===== config.mk =====
export PLATFORM = sky130hd
export DESIGN_NAME = icache_ctrl
export DESIGN_NICKNAME = d
export VERILOG_FILES = /design/src/rtl/icache_ctrl.sv
export SDC_FILE = /design/constraint.sdc
export NUM_CORES = 1
export LEC_CHECK = 0
export ABC_AREA = 1
export CAP_MARGIN = 25
export CORE_MARGIN = 2
export CORE_UTILIZATION = 30
export DETAILED_ROUTE_END_ITERATION = 10
export MAX_ROUTING_LAYER = met4
export PLACE_DENSITY = 0.54
export SETUP_SLACK_MARGIN = 0.4
export SLEW_MARGIN = 20
export SYNTH_ARGS = -nofsm -noshare
export SYNTH_HDL_FRONTEND = slang
export SYNTH_SLANG_ARGS = --single-unit

===== constraint.sdc =====
create_clock -name CLK -period 9.6 [get_ports CLK]
set_input_delay 1.44 -clock CLK [delete_from_list [all_inputs] [get_ports CLK]]
set_output_delay 1.44 -clock CLK [all_outputs]
set_load 0.02 [all_outputs]

===== src/rtl/icache_ctrl.sv =====
// Direct-mapped, read-only instruction cache with a single-block fill FSM.
// Optional hit/miss counters are built when ICACHE_STATS_EN is defined.
module icache_ctrl #(
    parameter int NUM_BLOCKS = 8,
    parameter int ADDR_W     = 10
) (
    input  logic              CLK,
    input  logic              RESET_N,
    input  logic [ADDR_W-1:0] ADDRESS,
    input  logic              READ,
    output logic [31:0]       READDATA,
    output logic              BUSYWAIT,
    output logic              MEM_READ,
    output logic [ADDR_W-5:0] MEM_ADDRESS,
    input  logic [127:0]      MEM_READDATA,
    input  logic              MEM_BUSYWAIT
`ifdef ICACHE_STATS_EN
    ,
    output logic [15:0]       HIT_COUNT,
    output logic [15:0]       MISS_COUNT
`endif
);

    localparam int IDX_W = $clog2(NUM_BLOCKS);
    localparam int TAG_W = ADDR_W - 4 - IDX_W;

    typedef enum logic [1:0] {
        S_IDLE,
        S_FETCH,
        S_FILL
    } state_t;

    state_t            r_state;
    state_t            w_next;
    logic [NUM_BLOCKS-1:0] r_valid;
    logic [TAG_W-1:0]  r_tag  [NUM_BLOCKS];
    logic [127:0]      r_data [NUM_BLOCKS];
    logic [ADDR_W-5:0] r_blk_addr;
    logic [127:0]      r_fill;
    logic [31:0]       r_rdata;

    logic [IDX_W-1:0]  w_idx;
    logic [TAG_W-1:0]  w_tag;
    logic [1:0]        w_off;
    logic [IDX_W-1:0]  w_fill_idx;
    logic [TAG_W-1:0]  w_fill_tag;
    logic [127:0]      w_line;
    logic [31:0]       w_word;
    logic              w_hit;
    logic              w_miss;
    logic              w_unused;

    assign w_idx      = ADDRESS[IDX_W+3:4];
    assign w_tag      = ADDRESS[ADDR_W-1:IDX_W+4];
    assign w_off      = ADDRESS[3:2];
    assign w_fill_idx = r_blk_addr[IDX_W-1:0];
    assign w_fill_tag = r_blk_addr[ADDR_W-5:IDX_W];
    assign w_line     = r_data[w_idx];
    assign w_word     = w_line[{w_off, 5'b0} +: 32];
    assign w_unused   = ^ADDRESS[1:0];

    // Lookup only counts in IDLE, so hit and miss are mutually exclusive by construction.
    assign w_hit  = (r_state == S_IDLE) & READ & r_valid[w_idx] & (r_tag[w_idx] == w_tag);
    assign w_miss = (r_state == S_IDLE) & READ & ~w_hit;

    always_comb begin
        w_next = r_state;
        case (r_state)
            S_IDLE:  if (w_miss) w_next = S_FETCH;
            S_FETCH: if (!MEM_BUSYWAIT) w_next = S_FILL;
            S_FILL:  w_next = S_IDLE;
            default: w_next = S_IDLE;
        endcase
    end

    // Gating with RESET_N keeps the stall low while reset is held, even with READ high.
    assign BUSYWAIT    = RESET_N & ((r_state != S_IDLE) | w_miss);
    assign MEM_READ    = (r_state == S_FETCH);
    assign MEM_ADDRESS = r_blk_addr;
    assign READDATA    = w_hit ? w_word : r_rdata;

    always_ff @(posedge CLK or negedge RESET_N) begin
        if (!RESET_N) begin
            r_state    <= S_IDLE;
            r_valid    <= '0;
            r_blk_addr <= '0;
            r_rdata    <= '0;
        end else begin
            r_state <= w_next;
            if (w_hit)
                r_rdata <= w_word;
            if (w_miss)
                r_blk_addr <= ADDRESS[ADDR_W-1:4];
            if (r_state == S_FILL)
                r_valid[w_fill_idx] <= 1'b1;
        end
    end

    always_ff @(posedge CLK) begin
        if (r_state == S_FETCH && !MEM_BUSYWAIT)
            r_fill <= MEM_READDATA;
        if (r_state == S_FILL) begin
            r_tag[w_fill_idx]  <= w_fill_tag;
            r_data[w_fill_idx] <= r_fill;
        end
    end

`ifdef ICACHE_STATS_EN
    logic [15:0] r_hit_cnt;
    logic [15:0] r_miss_cnt;

    always_ff @(posedge CLK or negedge RESET_N) begin
        if (!RESET_N) begin
            r_hit_cnt  <= '0;
            r_miss_cnt <= '0;
        end else begin
            if (w_hit && r_hit_cnt != 16'hFFFF)
                r_hit_cnt <= r_hit_cnt + 16'd1;
            if (w_miss && r_miss_cnt != 16'hFFFF)
                r_miss_cnt <= r_miss_cnt + 16'd1;
        end
    end

    assign HIT_COUNT  = r_hit_cnt;
    assign MISS_COUNT = r_miss_cnt;
`endif

endmodule

==> reports/results.txt <==
CP startpoint kind -> primary input
ys async rst share -> 3.92%
die span in x -> 402 um
Final period util -> 71.2%
clk buf depth -> 3
highest clock rate -> 146 MHz
CTS Root Cell -> clkbuf_16
Mean Syn Cell Area -> 13.2 um^2
detailed-route DRC error count -> 0
die area -> 0.161 mm^2
main area contributors after synthesis -> edfxtp_1 74%, nor2_1 6.2%, o21ai_0 5.3%
H-tree depth -> 4
Max IR drop VDD -> 147 uV
Synth top area share -> 74.4%
EDFF count, synth -> 1176
worst rel slew slack -> 28.7%
area delta synth->final -> 16.4%
Max Cap Viol -> 0
Total Wirelength -> 128000 um
Starting Density -> 30.3%
Crit path largest cell delay -> 820 ps
Netlist cell types -> 25
final hold violation count -> 0
Vias/cell -> 4.85
Pre-antenna DRT Iters -> 5
multi-input logic area -> 0.00967 mm^2
PnR Total Power -> 12.6 mW
Setup crit end kind -> output port
Resized cells post-CTS -> 0
IO Port Bufs -> 179
Post-CTS Setup Inserts -> 0
register area share after synthesis -> 77.0%
Seq pwr share -> 52.1%
DRT iter0 DRCs -> 2698
initial antenna violation count -> 16
first-pass GRT wire length -> 187000 um
Pint -> 9.46 mW
combinational power share -> 9.9%
final setup fails -> 0
status -> finished clean
Critical Path Sink -> READDATA[27]
CTS tree -> yes
vias in the first global route -> 27123
pwr dens -> 228 mW/mm^2
Worst Tran Pin Value -> 1070 ps
top-count cell post-synth -> edfxtp_1
syn nets -> 3738
Seq. cell area -> 0.0365 mm^2
slowest cell on the critical path -> buf_4
worst r2r path cells -> 5
Crit path top cell by count -> nand2_1
Post-Route Skew -> 32.3 ps
post-layout min period -> 6830 ps
switch share -> 24.8%
total core area -> 0.157 mm^2
CTS Sinks -> 1224
Final ANT Viol Nets -> 0
leakage -> 18.1 nW
die span in y -> 402 um
RSZ-0062 raised after global routing -> no
Worst Path Required -> 8160 ps
Post-synth top flop -> edfxtp_1
fin nets -> 3855
Site Rows -> 145
drt wl/cell -> 21.8 um
Post-Route Setup TNS -> 0 ps
TritonCTS Buffers -> 130
pins over their slew limit -> 0
Yosys top cell by area -> edfxtp_1
I/O Pins -> 182
Min-Delay Path Class -> reg2reg
count of hold-fix buffers inserted at cts -> 0
crit-path cells -> buf_8 > inv_4 > buf_4 > o21ai_0 > o211ai_1 > nand3_1 > nand2_1 > nand2_1 > nand2_1 > nand2_1 > nand2_1 > clkdlybuf4s50_1
Synth Instances -> 3596
most frequent cells after synthesis -> 1176 x edfxtp_1, 786 x nor2_1, 498 x o21ai_0
reg2reg start -> r_state[0]
clock-pin slew on the worst setup and hold paths -> 60 ps
worst setup path start -> ADDRESS[5]
Synth Register Bits -> 1224
Worst Path Class, Setup -> in2out
Synth Cell Area -> 0.0475 mm^2
hpwl dp -> 64700 um
Vias -> 28482
FILL cells -> 15016
layout cell share with drive strength beyond 1 -> 6.17%
r2r endpoint -> r_data[1][18]
critical path arrival -> 5390 ps
yosys warns -> 0
overall routing resource usage -> 16.1%
clk_lat worst skew -> 760 ps
Psw -> 3.12 mW
CP max FO -> 95
largest net degree at the start of global routing -> 172
clock power share -> 38.1%
gpl congestion -> 0.751
grt ovf -> 0
reg-to-reg setup timing slack -> 6300 ps
## how the worst min path moves through the flow
stage / startpoint / to / slack (ps) / cells after the start
6_report: r_valid[5] / r_valid[5] / 450 / 2
5_1_grt: r_valid[5] / r_valid[5] / 480 / 2
4_1_cts: r_valid[5] / r_valid[5] / 460 / 2
3_5_place_dp: r_valid[5] / r_valid[5] / 450 / 2
3_3_place_gp: r_valid[1] / r_valid[1] / 440 / 2
2_1_floorplan: r_valid[6] / r_valid[6] / 430 / 2
## worst max-delay path, delay by kind of cell
kind                   cells  cell delay, ps
buffers and inverters      4            2520
AND/OR/NAND/NOR            6             890
AO/OA/AOI/OAI              2             410
## placed cells by master (no fill, tap or decap), types with 15 or more instances in the layout
cell / count
clkinv_1: 22
o22ai_1: 15
edfxtp_1: 1176
nand3_1: 160
clkdlybuf4s50_1: 173
buf_4: 24
o21ai_1: 37
inv_1: 41
o211ai_1: 209
o21ai_0: 498
clkbuf_1: 34
clkbuf_16: 133
nand2_1: 381
clkinv_2: 16
dfrtp_1: 48
nor2_1: 777
## per-layer routing
metal | share of wire [%] | track usage [%] | up-vias | wire length [um]
met1 | 47 | 22.8 | 14307 | 60000
met3 | 6.3 | 3.15 | 147 | 8010
met4 | 1.6 | 3.87 | 0 | 2020
li1 | - | - | 13254 | -
met5 | 0 | - | - | 0
met2 | 45 | 23.6 | 774 | 57800
## power by group through the flow
stage / Combinational [mW] / Sequential [mW] / Clock (mW)
global route: 1.36 / 6.59 / 5.10
global placement: 1.25 / 6.65 / 0
finish: 1.24 / 6.55 / 4.79
detailed placement: 1.26 / 6.66 / 0
CTS: 1.26 / 6.55 / 4.90
floorplan: 0.641 / 6.65 / 0
## area by class of cell
type | count | area share [%]
sequential | 1224 | 66.1
multi-input combinational | 2096 | 17.5
clock buffer | 168 | 6.28
tap | 2058 | 4.66
timing repair buffer | 215 | 4.03
clock inverter | 59 | 0.988
inverter | 46 | 0.363
antenna | 5 | 0.0227
## logic make-up after synthesis
group | after synthesis | synth area share, %
buffers and inverters | 276 | 2.81
AOI/OAI and AO/OA | 761 | 9.18
DFF | 1224 | 77.0
and+or+nand+nor | 1335 | 11.1
## per-stage QoR
| step | setup slack, ps | std cells | util [%] | hold slack [ps] | instance area [um^2] |
|---|---|---|---|---|---|
| after global placement | 2800 | 5638 | 32.7 | 441 | 51200 |
| after floorplan | 2260 | 3596 | - | 427 | 47500 |
| after global routing | 2550 | 5868 | 35.3 | 480 | 55200 |
| final | 2770 | 5871 | 35.3 | 454 | 55200 |
| after CTS | 2760 | 5865 | 35.2 | 461 | 55200 |
| after detailed placement | 2750 | 5638 | 32.7 | 446 | 51200 |
## flip-flops by register name (all words and copies together) (netlist names)
name / cells
MEM_ADDRESS: 6
r_data: 1024
r_fill: 128
r_rdata: 32
r_state: 2
r_tag: 24
r_valid: 8
No activity file was read; power rests on OpenSTA's default activity.
